### src/rtl/multicycle_datapath_if.sv
// ---------------------------------------------------------------------------
// multicycle_datapath_if
//   Shared instruction/data memory port. This port uses a request/ready
//   handshake, so the memory may insert wait states.
//
//   mem_req   : request is active; addr/we/wdata are held until completion
//   mem_we    : 1 = write, 0 = read (valid while mem_req = 1)
//   mem_addr  : word address
//   mem_wdata : store data
//   mem_rdata : read data, valid in the cycle mem_ready = 1
//   mem_ready : completes the current request (may be combinational from req)
//
//   master = core side, slave = memory side.
// ---------------------------------------------------------------------------
interface multicycle_datapath_if #(
  parameter int WIDTH = 24
);
  logic             mem_req;
  logic             mem_we;
  logic [WIDTH-1:0] mem_addr;
  logic [WIDTH-1:0] mem_wdata;
  logic [WIDTH-1:0] mem_rdata;
  logic             mem_ready;

  modport master (
    output mem_req, mem_we, mem_addr, mem_wdata,
    input  mem_rdata, mem_ready
  );

  modport slave (
    input  mem_req, mem_we, mem_addr, mem_wdata,
    output mem_rdata, mem_ready
  );
endinterface

### src/rtl/multicycle_datapath.sv
// ---------------------------------------------------------------------------
// multicycle_datapath
//   Multi-cycle CPU datapath. It contains the register file, ALU, PC logic
//   and a FETCH/DECODE/EXEC/MEM/WB/HALT sequencer. All instruction and data
//   traffic goes through one shared request/ready memory port.
//
//   Clock     : sole clock, rising edge
//   Resetn    : asynchronous active-low reset
//   mem       : memory port (master side of multicycle_datapath_if)
//   pc        : current PC
//   opcode    : opcode of the latched instruction
//   state     : sequencer state (FETCH=0 .. HALT=5)
//   halted    : core has executed HALT and is stopped
//   ovf_flag  : sticky signed overflow from ADD/SUB/ADDI
//   retired   : retired-instruction counter (wraps at 2^32)
//   wb_valid  : register-write strobe, high for exactly the WB cycle
//   wb_addr   : register index being written
//   wb_data   : data being written
// ---------------------------------------------------------------------------
module multicycle_datapath #(
  parameter int WIDTH    = 24,
  parameter int REG_ADDR = 4,
  parameter int PC_RESET = 10,
  parameter int PC_STEP  = 3,
  parameter int BR_SHIFT = 2
) (
  input  logic                  Clock,
  input  logic                  Resetn,
  multicycle_datapath_if.master mem,
  output logic [WIDTH-1:0]      pc,
  output logic [3:0]            opcode,
  output logic [2:0]            state,
  output logic                  halted,
  output logic                  ovf_flag,
  output logic [31:0]           retired,
  output logic                  wb_valid,
  output logic [REG_ADDR-1:0]   wb_addr,
  output logic [WIDTH-1:0]      wb_data
);

  typedef enum logic [2:0] {
    S_FETCH  = 3'd0,
    S_DECODE = 3'd1,
    S_EXEC   = 3'd2,
    S_MEM    = 3'd3,
    S_WB     = 3'd4,
    S_HALT   = 3'd5
  } state_t;

  localparam logic [3:0] OP_R    = 4'd0;
  localparam logic [3:0] OP_ADDI = 4'd1;
  localparam logic [3:0] OP_LW   = 4'd2;
  localparam logic [3:0] OP_SW   = 4'd3;
  localparam logic [3:0] OP_BEQ  = 4'd4;
  localparam logic [3:0] OP_BNE  = 4'd5;
  localparam logic [3:0] OP_J    = 4'd6;
  localparam logic [3:0] OP_HALT = 4'd7;

  localparam logic [3:0] F_ADD = 4'd0;
  localparam logic [3:0] F_SUB = 4'd1;
  localparam logic [3:0] F_AND = 4'd2;
  localparam logic [3:0] F_OR  = 4'd3;
  localparam logic [3:0] F_XOR = 4'd4;
  localparam logic [3:0] F_SLT = 4'd5;
  localparam logic [3:0] F_SLL = 4'd6;
  localparam logic [3:0] F_SRL = 4'd7;

  localparam int               NREGS   = 1 << REG_ADDR;
  localparam logic [WIDTH-1:0] PC_INIT = WIDTH'(PC_RESET);
  localparam logic [WIDTH-1:0] STEP    = WIDTH'(PC_STEP);

  // -------------------------------------------------------------------------
  // State
  // -------------------------------------------------------------------------
  state_t              r_state;
  logic [WIDTH-1:0]    r_pc;
  logic [WIDTH-1:0]    r_ir;
  logic [WIDTH-1:0]    r_a;
  logic [WIDTH-1:0]    r_b;
  logic [WIDTH-1:0]    r_wb_data;
  logic [REG_ADDR-1:0] r_wb_addr;
  logic                r_wb_valid;
  logic                r_mem_req;
  logic                r_mem_we;
  logic [WIDTH-1:0]    r_mem_addr;
  logic [WIDTH-1:0]    r_mem_wdata;
  logic                r_halted;
  logic                r_ovf;
  logic [31:0]         r_retired;
  logic [WIDTH-1:0]    r_regs [NREGS];

  // -------------------------------------------------------------------------
  // Instruction fields
  // -------------------------------------------------------------------------
  logic [3:0]          w_op;
  logic [3:0]          w_rs;
  logic [3:0]          w_rt;
  logic [3:0]          w_rd;
  logic [3:0]          w_funct;
  logic [WIDTH-1:0]    w_imm;
  logic [WIDTH-1:0]    w_jaddr;
  logic [REG_ADDR-1:0] w_rs_idx;
  logic [REG_ADDR-1:0] w_rt_idx;
  logic [REG_ADDR-1:0] w_rd_idx;

  assign w_op     = r_ir[WIDTH-1  -: 4];
  assign w_rs     = r_ir[WIDTH-5  -: 4];
  assign w_rt     = r_ir[WIDTH-9  -: 4];
  assign w_rd     = r_ir[WIDTH-13 -: 4];
  assign w_funct  = r_ir[3:0];
  assign w_imm    = {{12{r_ir[WIDTH-13]}}, r_ir[WIDTH-13:0]};
  assign w_jaddr  = {4'b0000, r_ir[WIDTH-5:0]};
  assign w_rs_idx = REG_ADDR'(w_rs);
  assign w_rt_idx = REG_ADDR'(w_rt);
  assign w_rd_idx = REG_ADDR'(w_rd);

  // Register 0 is never written, so it always reads back its reset value 0.
  logic [WIDTH-1:0] w_rf_rs;
  logic [WIDTH-1:0] w_rf_rt;
  assign w_rf_rs = r_regs[w_rs_idx];
  assign w_rf_rt = r_regs[w_rt_idx];

  // -------------------------------------------------------------------------
  // ALU (operands come from the DECODE-latched r_a / r_b)
  // -------------------------------------------------------------------------
  logic [WIDTH-1:0] w_sum;
  logic [WIDTH-1:0] w_diff;
  logic [WIDTH-1:0] w_addi;
  logic [4:0]       w_shamt;
  logic             w_shamt_ok;
  logic [WIDTH-1:0] w_alu_res;
  logic             w_alu_ovf;
  logic             w_alu_wr;

  assign w_sum      = r_a + r_b;
  assign w_diff     = r_a - r_b;
  assign w_addi     = r_a + w_imm;
  assign w_shamt    = r_b[4:0];
  assign w_shamt_ok = int'(w_shamt) < WIDTH;

  // NOTE: every output of a combinational block gets a default first;
  // a path that leaves one unassigned would infer a latch.
  always_comb begin
    w_alu_res = '0;
    w_alu_ovf = 1'b0;
    w_alu_wr  = 1'b0;
    case (w_op)
      OP_R: begin
        w_alu_wr = 1'b1;
        case (w_funct)
          F_ADD: begin
            w_alu_res = w_sum;
            w_alu_ovf = (r_a[WIDTH-1] == r_b[WIDTH-1]) && (w_sum[WIDTH-1] != r_a[WIDTH-1]);
          end
          F_SUB: begin
            w_alu_res = w_diff;
            w_alu_ovf = (r_a[WIDTH-1] != r_b[WIDTH-1]) && (w_diff[WIDTH-1] != r_a[WIDTH-1]);
          end
          F_AND: w_alu_res = r_a & r_b;
          F_OR:  w_alu_res = r_a | r_b;
          F_XOR: w_alu_res = r_a ^ r_b;
          F_SLT: w_alu_res = {{(WIDTH-1){1'b0}}, ($signed(r_a) < $signed(r_b))};
          F_SLL: w_alu_res = w_shamt_ok ? (r_a << w_shamt) : '0;
          F_SRL: w_alu_res = w_shamt_ok ? (r_a >> w_shamt) : '0;
          default: w_alu_wr = 1'b0;  // unknown funct: behaves as NOP
        endcase
      end
      OP_ADDI: begin
        w_alu_wr  = 1'b1;
        w_alu_res = w_addi;
        w_alu_ovf = (r_a[WIDTH-1] == w_imm[WIDTH-1]) && (w_addi[WIDTH-1] != r_a[WIDTH-1]);
      end
      OP_LW, OP_SW: w_alu_res = w_addi;  // effective address
      default: ;
    endcase
  end

  // -------------------------------------------------------------------------
  // Next PC for the instructions that finish in EXEC
  // -------------------------------------------------------------------------
  logic [WIDTH-1:0] w_pc_seq;
  logic [WIDTH-1:0] w_br_tgt;
  logic [WIDTH-1:0] w_pc_exec;

  assign w_pc_seq = r_pc + STEP;
  assign w_br_tgt = w_pc_seq + (w_imm << BR_SHIFT);

  always_comb begin
    w_pc_exec = w_pc_seq;
    case (w_op)
      OP_BEQ:  w_pc_exec = (r_a == r_b) ? w_br_tgt : w_pc_seq;
      OP_BNE:  w_pc_exec = (r_a != r_b) ? w_br_tgt : w_pc_seq;
      OP_J:    w_pc_exec = w_jaddr;
      default: ;
    endcase
  end

  // -------------------------------------------------------------------------
  // Sequencer. The memory-port outputs are registered and are set up on the
  // edge that enters FETCH or MEM. This keeps them stable through any wait
  // states.
  // -------------------------------------------------------------------------
  // NOTE: all sequential state uses non-blocking assignments so every
  // register samples pre-edge values regardless of statement order.
  always_ff @(posedge Clock or negedge Resetn) begin
    if (!Resetn) begin
      r_state     <= S_FETCH;
      r_pc        <= PC_INIT;
      r_ir        <= '0;
      r_a         <= '0;
      r_b         <= '0;
      r_wb_data   <= '0;
      r_wb_addr   <= '0;
      r_wb_valid  <= 1'b0;
      r_mem_req   <= 1'b1;
      r_mem_we    <= 1'b0;
      r_mem_addr  <= PC_INIT;
      r_mem_wdata <= '0;
      r_halted    <= 1'b0;
      r_ovf       <= 1'b0;
      r_retired   <= '0;
      // NOTE: the register file is reset explicitly. Software relies on
      // every register (not only r0) reading 0 after reset.
      for (int i = 0; i < NREGS; i++) r_regs[i] <= '0;
    end else begin
      case (r_state)
        S_FETCH: begin
          if (r_mem_req && mem.mem_ready) begin
            r_ir      <= mem.mem_rdata;
            r_mem_req <= 1'b0;
            r_state   <= S_DECODE;
          end
        end

        S_DECODE: begin
          r_a     <= w_rf_rs;
          r_b     <= w_rf_rt;
          r_state <= S_EXEC;
        end

        S_EXEC: begin
          r_wb_data <= w_alu_res;
          r_wb_addr <= (w_op == OP_R) ? w_rd_idx : w_rt_idx;
          r_ovf     <= r_ovf | w_alu_ovf;
          if (w_alu_wr) begin
            r_wb_valid <= 1'b1;
            r_state    <= S_WB;
          end else if (w_op == OP_LW || w_op == OP_SW) begin
            r_mem_req   <= 1'b1;
            r_mem_we    <= (w_op == OP_SW);
            r_mem_addr  <= w_alu_res;
            r_mem_wdata <= r_b;
            r_state     <= S_MEM;
          end else if (w_op == OP_HALT) begin
            r_retired <= r_retired + 32'd1;
            r_halted  <= 1'b1;
            r_state   <= S_HALT;
          end else begin
            // Branches, jump, NOP opcodes and R-type with unknown funct.
            r_pc       <= w_pc_exec;
            r_mem_addr <= w_pc_exec;
            r_mem_req  <= 1'b1;
            r_mem_we   <= 1'b0;
            r_retired  <= r_retired + 32'd1;
            r_state    <= S_FETCH;
          end
        end

        S_MEM: begin
          if (r_mem_req && mem.mem_ready) begin
            if (r_mem_we) begin
              r_pc       <= w_pc_seq;
              r_mem_addr <= w_pc_seq;
              r_mem_we   <= 1'b0;
              r_retired  <= r_retired + 32'd1;
              r_state    <= S_FETCH;
            end else begin
              r_wb_data  <= mem.mem_rdata;
              r_wb_valid <= 1'b1;
              r_mem_req  <= 1'b0;
              r_state    <= S_WB;
            end
          end
        end

        S_WB: begin
          if (r_wb_addr != '0) r_regs[r_wb_addr] <= r_wb_data;
          r_wb_valid <= 1'b0;
          r_pc       <= w_pc_seq;
          r_mem_addr <= w_pc_seq;
          r_mem_req  <= 1'b1;
          r_mem_we   <= 1'b0;
          r_retired  <= r_retired + 32'd1;
          r_state    <= S_FETCH;
        end

        S_HALT: begin
          r_mem_req <= 1'b0;
          r_halted  <= 1'b1;
        end

        default: begin
          r_mem_req  <= 1'b1;
          r_mem_we   <= 1'b0;
          r_mem_addr <= r_pc;
          r_state    <= S_FETCH;
        end
      endcase
    end
  end

  // -------------------------------------------------------------------------
  // Outputs
  // -------------------------------------------------------------------------
  assign mem.mem_req   = r_mem_req;
  assign mem.mem_we    = r_mem_we;
  assign mem.mem_addr  = r_mem_addr;
  assign mem.mem_wdata = r_mem_wdata;

  assign pc       = r_pc;
  assign opcode   = w_op;
  assign state    = r_state;
  assign halted   = r_halted;
  assign ovf_flag = r_ovf;
  assign retired  = r_retired;
  assign wb_valid = r_wb_valid;
  assign wb_addr  = r_wb_addr;
  assign wb_data  = r_wb_data;

endmodule

### src/flat_wrapper.sv
// flat-port wrapper written by rule: the top's interface ports become plain ports
module multicycle_datapath_flat 
#(
  parameter int WIDTH    = 24,
  parameter int REG_ADDR = 4,
  parameter int PC_RESET = 10,
  parameter int PC_STEP  = 3,
  parameter int BR_SHIFT = 2
)
  (Clock, Resetn, pc, opcode, state, halted, ovf_flag, retired, wb_valid, wb_addr, wb_data, mem_mem_req, mem_mem_we, mem_mem_addr, mem_mem_wdata, mem_mem_rdata, mem_mem_ready);
  multicycle_datapath_if #(.WIDTH(WIDTH)) mem_i ();
  input  logic Clock;
  input  logic Resetn;
  output logic [WIDTH-1:0] pc;
  output logic [3:0] opcode;
  output logic [2:0] state;
  output logic halted;
  output logic ovf_flag;
  output logic [31:0] retired;
  output logic wb_valid;
  output logic [REG_ADDR-1:0] wb_addr;
  output logic [WIDTH-1:0] wb_data;
  output wire logic [$bits(mem_i.mem_req)-1:0] mem_mem_req;
  output wire logic [$bits(mem_i.mem_we)-1:0] mem_mem_we;
  output wire logic [$bits(mem_i.mem_addr)-1:0] mem_mem_addr;
  output wire logic [$bits(mem_i.mem_wdata)-1:0] mem_mem_wdata;
  input wire logic [$bits(mem_i.mem_rdata)-1:0] mem_mem_rdata;
  input wire logic [$bits(mem_i.mem_ready)-1:0] mem_mem_ready;
  assign mem_mem_req = mem_i.mem_req;
  assign mem_mem_we = mem_i.mem_we;
  assign mem_mem_addr = mem_i.mem_addr;
  assign mem_mem_wdata = mem_i.mem_wdata;
  assign mem_i.mem_rdata = mem_mem_rdata;
  assign mem_i.mem_ready = mem_mem_ready;
  multicycle_datapath #(.WIDTH(WIDTH), .REG_ADDR(REG_ADDR), .PC_RESET(PC_RESET), .PC_STEP(PC_STEP), .BR_SHIFT(BR_SHIFT)) u_core (.Clock(Clock), .Resetn(Resetn), .mem(mem_i), .pc(pc), .opcode(opcode), .state(state), .halted(halted), .ovf_flag(ovf_flag), .retired(retired), .wb_valid(wb_valid), .wb_addr(wb_addr), .wb_data(wb_data));
endmodule
### config.mk
export PLATFORM = sky130hd
export DESIGN_NAME = multicycle_datapath_flat
export DESIGN_NICKNAME = d
export VERILOG_FILES = /design/src/rtl/multicycle_datapath_if.sv /design/src/rtl/multicycle_datapath.sv /design/src/flat_wrapper.sv
export SDC_FILE = /design/constraint.sdc
export NUM_CORES = 2
export LEC_CHECK = 0
export ABC_CLOCK_PERIOD_IN_PS = 9000
export BUFFER_PORTS_ARGS = -buffer_cell sky130_fd_sc_hd__buf_2
export CAP_MARGIN = 15
export CORE_ASPECT_RATIO = 1.5
export CORE_UTILIZATION = 45
export CTS_CLUSTER_DIAMETER = 40
export CTS_CLUSTER_SIZE = 10
export DETAILED_ROUTE_END_ITERATION = 7
export GPL_ROUTABILITY_DRIVEN = 1
export SYNTH_ARGS = -nofsm -noshare
export SYNTH_HDL_FRONTEND = slang
export SYNTH_SLANG_ARGS = --single-unit
### constraint.sdc
create_clock -name Clock -period 9 [get_ports Clock]
set_clock_uncertainty 0.2 [all_clocks]
set_input_delay 0 -clock Clock [delete_from_list [all_inputs] [get_ports Clock]]
set_output_delay 0 -clock Clock [all_outputs]
set_load 0.01 [all_outputs]
Word level (Yosys, flattened, before mapping)
Cells that the tools add are included.
{"block": "totals", "ff_bits": 596, "input_bits": 27, "output_inout_bits": 144, "word_cells": 185}
{"block": "op_classes", "addsub": 6, "n_lt_le_gt_ge": 6, "n_eq_ne": 37, "n_shift": 2, "mux": 64, "bitwise_logic": 11, "n_reduce_logical": 28}
{"op": "$mux 24", "count": 18}
{"op": "$bwmux 384", "count": 1}
{"op": "$bmux 24 s4", "count": 2}
{"op": "$pmux 24 s8", "count": 1}
{"op": "$pmux 24 s3", "count": 2}
{"op": "$mux 32", "count": 4}
{"op": "$demux 24 s4", "count": 1}
{"op": "$pmux 24 s2", "count": 2}
{"op": "$pmux 24 s4", "count": 1}
{"op": "$pmux 32 s3", "count": 1}
{"op": "$add 24x24->24", "count": 3}
{"op": "$add 32x1->32 const B", "count": 1}
{"op": "$eq 4x3->1 const B", "count": 8}
{"op": "$add 24x2->24 const B", "count": 1}
{"op": "$and 24x24->24", "count": 1}
{"op": "$eq 24x24->1", "count": 1}
{"op": "$lt 24x24->1", "count": 1}
{"op": "$ne 24x24->1", "count": 1}
{"op": "$or 24x24->24", "count": 1}
{"op": "$shl 24x5->24", "count": 1}
{"op": "$shr 24x5->24", "count": 1}
{"op": "$sub 24x24->24", "count": 1}
{"op": "$xor 24x24->24", "count": 1}
{"op": "$mux 3", "count": 6}
{"op": "36 further kinds", "count": 93}

Longest topological paths before layout
{"block": "depth", "word_depth": 8, "ltp_mapped": 17}

Worst setup path before layout
Ideal clock, no wire load.
{"block": "synth_timing", "path_type": "register to register", "startpoint": "reg u_core.r_b[2]", "endpoint": "reg u_core.r_mem_addr[11] (netlist: u_core.mem.mem_addr[11])", "setup_ns": 0.131, "arrival_time_ns": 3.748, "required_ns": 8.669, "path_slack_ns": 4.921, "path_stages_with_launch": 16, "n_path_buf": 4, "synth_period_minus_slack_ns": 4.079, "cell_sequence": "dfrtp_1 inv_1 clkbuf_1 buf_2 clkbuf_1 ha_1 buf_6 nor4_1 nand4_2 o31ai_4 xor2_2 nand2_2 a221o_1 mux2_4 a221oi_2 o21ai_1"}
{"block": "synth_between", "elab_chain_len": 7}
{"item": "start: declaration", "line_no": "multicycle_datapath.sv:79", "text": "logic [WIDTH-1:0] r_b;"}
{"item": "start signal: assignment", "line_no": "multicycle_datapath.sv:237", "text": "r_b <= w_rf_rt;"}
{"item": "branches (longest 4 deep; another with $sub 24x24->24)"}
{"item": "$mux 24 *", "line_no": "multicycle_datapath.sv:248", "text": "end else if (w_op == OP_LW || w_op == OP_SW) begin"}
{"item": "$mux 24 *", "line_no": "multicycle_datapath.sv:245", "text": "if (w_alu_wr) begin"}
{"item": "$pmux 24 s4 *", "line_no": "multicycle_datapath.sv:226", "text": "case (r_state)"}
{"item": "end signal: assignment", "line_no": "multicycle_datapath.sv:251", "text": "r_mem_addr <= w_alu_res;"}
{"item": "end signal: assignment", "line_no": "multicycle_datapath.sv:261", "text": "r_mem_addr <= w_pc_exec;"}
{"item": "end signal: assignment", "line_no": "multicycle_datapath.sv:273", "text": "r_mem_addr <= w_pc_seq;"}
{"item": "end: declaration", "line_no": "multicycle_datapath.sv:85", "text": "logic [WIDTH-1:0] r_mem_addr;"}
Mark *: on every way between the ends. The select of a mux whose other input is x is not followed.
A chain may end at the register's enable or synchronous reset.

Final worst setup path
{"block": "layout_timing", "startpoint": "reg u_core.r_b[4]", "endpoint": "reg u_core.r_wb_data[11] (netlist: u_core.wb_data[11])"}
{"block": "layout_between", "elab_chain_len": 5}
{"item": "branches (longest 2 deep; another with $sub 24x24->24)"}
{"item": "$pmux 24 s8 *", "line_no": "multicycle_datapath.sv:150", "text": "case (w_funct)"}
{"item": "$pmux 24 s2 *", "line_no": "multicycle_datapath.sv:147", "text": "case (w_op)"}
{"item": "$pmux 24 s2 *", "line_no": "multicycle_datapath.sv:226"}
{"item": "end signal: assignment", "line_no": "multicycle_datapath.sv:242", "text": "r_wb_data <= w_alu_res;"}
{"item": "end signal: assignment", "line_no": "multicycle_datapath.sv:278", "text": "r_wb_data <= mem.mem_rdata;"}
{"item": "end: declaration", "line_no": "multicycle_datapath.sv:80", "text": "logic [WIDTH-1:0] r_wb_data;"}
Mark *: on every way between the ends.

==> results.md <==
- DIE HEIGHT: between 300 and 400 µm
- IO buf count: 170
- Buffers and inverters on the worst path: 2
- CP max-delay cell: o21ai_0
- CP Class: flop to flop
- Post-DP HPWL: 97100 µm
- Fraction of power consumed by sequential logic: 29.4%
- Comb pwr share: 50.2%
- Critical Path RT: about 9.3 ns
- Largest net degree at the start of global routing: between 150 and 200
- Peak VDD IR: 0.000223 V
- H-tree Lvls: 3
- Most frequent cells in the layout: dfrtp_1, mux2_2, nand2_1
- CP endpoint kind: flop
- Util after Layout: 51.3%
- Die area: a little under 0.09 mm²
- Fin crit share: 56.7%
- Period minus WS final: 5.10 ns
- Total negative slack: 0 ns
- Int Pwr: 8.66 mW
- Yosys cell types: 95
- Async S/R FF share, synth: 100%
- Pleak: a little under 20 nW
- Starting DRT DRC Count: 2435
- Filler cell count: around 7600
- Power Dens Cells: about 370 mW/mm²
- Synth Register Bits: 596
- Hold Vio Cnt, Final: 0
- Tot Pwr: 16.2 mW
- Drt pass-1 iters: 6
- Final net count: roughly 3700
- Clock network power share: 20.4%
- CP arrival: between 5 and 6 ns
- Leading cell type in the layout, fill and taps excluded: dfrtp_1
- Final WL: 141000 µm
- R2R setup slack: between 3 and 4 ns
- Wire per inst: 29.8 µm
- Sequential-to-total area share from yosys stat: between 30% and 40%
- CP peak stage delay: between 0.9 and 1 ns
- CP delay by family, top: compound AO/OA/AOI/OAI gates
- Switching share of power: between 40% and 50%
- Vias in the first global route: 31300
- Placer Congestion: 1.10
- Final antenna-violating net count: 0
- Syn_area_per_cell: approximately 11 µm²
- Initial core utilization: 45.4%
- Root Driver: clkbuf_16
- Worst Max-Slew Pin Slew: 1.24 ns
- CP Launch Type: flop
- CTS Buf Count: 86
- Row cnt: approximately 130
- RSZ-0062 raised after global routing: false
- Routed vias: 30800
- CTS tree: yes
- Synth Flop Type: dfrtp_1
- Clock tree buffer depth: 3
- Synth Instances: around 3500
- Switching power: 7.51 mW
- Tightest Hold Check Type: input pin to flop
- Status: finished clean
- Worst-path clk slew: 0.06 ns
- Via-per-instance ratio: around 6.5
- Residual DRC count: 0
- Mapped Nets: roughly 3600
- Layout cell share with drive strength beyond 1: 30.7%
- CTS Sinks: 596
- EDFF count, synth: 0
- # resized after CTS: 0
- Clk Latency, worst-skew pair: 0.69 ns
- Chip width: 241 µm
- CP cell instances: buf_4 -> inv_1 -> ha_1 -> nor4_4 -> o31ai_1 -> a41oi_1 -> o31ai_1 -> o21ai_0 -> a2bb2oi_1 -> a21oi_1 -> o21ai_0 -> a21oi_1
- Yosys warns: 0
- Total gr overflow: 0
- Area Overhead vs Synth: 13.0%
- Total GRT Usage: ~33%
- Core box area: 0.0851 mm²
- Number of max-cap violations: 0
- Final setup violation count: 0
- Post-CTS Setup Bufs: 0
- First-pass GRT wire length: 210000 µm
- Peak Freq: 196 MHz
- Synth Cell Area: between 0.03 and 0.04 mm²
- Crit path max fanout: 24
- I/O pin cnt: 171
- Hold-fix buffers, CTS: 47
- Initial antenna violation count: 6
- Headroom to the max-slew limit: 16.7%
- Final slew viol count: 0
power by group through the flow:
| stage | Sequential (mW) | Combinational, mW | Clock (mW) |
|---|---|---|---|
| floorplan | 4.04 | 5.77 | 0 |
| global placement | 4.73 | 7.89 | 0 |
| detailed placement | 4.77 | 7.92 | 0 |
| CTS | 4.73 | 7.98 | 3.35 |
| global route | 4.88 | 8.63 | 3.45 |
| finish | 4.76 | 8.11 | 3.29 |
cells by family (layout without fill, tap and decap cells):
kind of cell / count (synthesis) / after routing / synth area share (%)
other: 0 / 2 / 0
buffers and inverters: 378 / 510 / 3.97
muxes: 708 / 708 / 28.2
xor gates and xnor gates: 95 / 95 / 2.17
DFF: 596 / 596 / 38.6
adders and majority gates: 133 / 133 / 4.39
AOI/OAI and AO/OA: 779 / 779 / 13.0
and+or+nand+nor: 794 / 794 / 9.58
final cells by class:
class | instances | area [µm²] | area share, %
Clock inverter | 33 | 422 | 0.966
Antenna cell | 2 | 5.00 | 0.0115
Inverter | 83 | 312 | 0.714
Sequential cell | 596 | 14900 | 34.2
Clock buffer | 105 | 2320 | 5.33
Timing Repair Buffer | 289 | 1940 | 4.44
Tap cell | 1130 | 1410 | 3.24
Multi-Input combinational cell | 2509 | 22300 | 51.0
synth_stat cells (44+ instances only):
cell	number	share of area, %
dfrtp_1	591	38
mux2_2	404	12
nand2_1	320	3.1
mux4_2	264	15
o21ai_0	253	3.3
clkbuf_1	215	2.1
nor2_1	200	1.9
a21oi_1	160	2.1
ha_1	129	4.2
inv_1	81	0.79
nand3_1	56	0.73
xnor2_1	53	1.2
nor3_1	44	0.57
sequential cells by signal, indices dropped and copies added (netlist names):
signal,flops
u_core.retired,32
u_core.halted,1
u_core.mem.mem_wdata,24
u_core.r_a,24
u_core.wb_valid,1
u_core.state,3
u_core.pc,24
u_core.mem.mem_addr,24
u_core.ovf_flag,1
u_core.wb_data,24
u_core.r_b,24
u_core.wb_addr,4
u_core.mem.mem_we,1
u_core.r_regs,384
u_core.r_ir,24
u_core.mem.mem_req,1
worst reg2reg max path, stage by stage, from the launching register on:
cell and delay, ns:
dfrtp_1 0.32, buf_4 0.32, inv_1 0.40, ha_1 0.57, nor4_4 0.45, o31ai_1 0.21, a41oi_1 0.67, o31ai_1 0.12
o21ai_0 0.27, a2bb2oi_1 0.18, a21oi_1 0.09, o21ai_0 0.97, a21oi_1 0.18
per-stage QoR:
stage	worst slack (ns)	std cells	cell area, µm²	hold slack, ns
CTS	4.18	4744	43600	0.00184
detailed placement	4.22	4559	40400	-0.169
finish	3.90	4747	43600	0.0259
global placement	4.14	4559	40400	-0.172
global route	3.66	4746	43600	0.0216
floorplan	4.92	3483	38600	-0.496
worst paths after layout:
kind / cells past startpoint / to / from
setup / recovery: 12 / u_core.wb_data[11]$_DFFE_PN0P_ / u_core.r_b[4]$_DFFE_PN0P_
hold / removal: 3 / u_core.r_ir[6]$_DFFE_PN0P_ / mem_mem_rdata[6]
setup reg to reg: 12 / u_core.wb_data[11]$_DFFE_PN0P_ / u_core.r_b[4]$_DFFE_PN0P_
hold reg to reg: 0 / u_core.r_regs[382]$_DFFE_PN0P_ / u_core.r_regs[382]$_DFFE_PN0P_
max in group asynchronous: 5 / u_core.r_ir[13]$_DFFE_PN0P_ / Resetn
min in group asynchronous: 3 / u_core.mem.mem_addr[1]$_DFFE_PN1P_ / Resetn
per-layer routing:
metal	global-route usage [%]	share of wire, %
met5	0	0.038
met4	21.0	7.1
met3	6.16	6.1
met2	54.9	49
met1	39.0	37
Note: power is estimated with default switching activity, not from simulation.
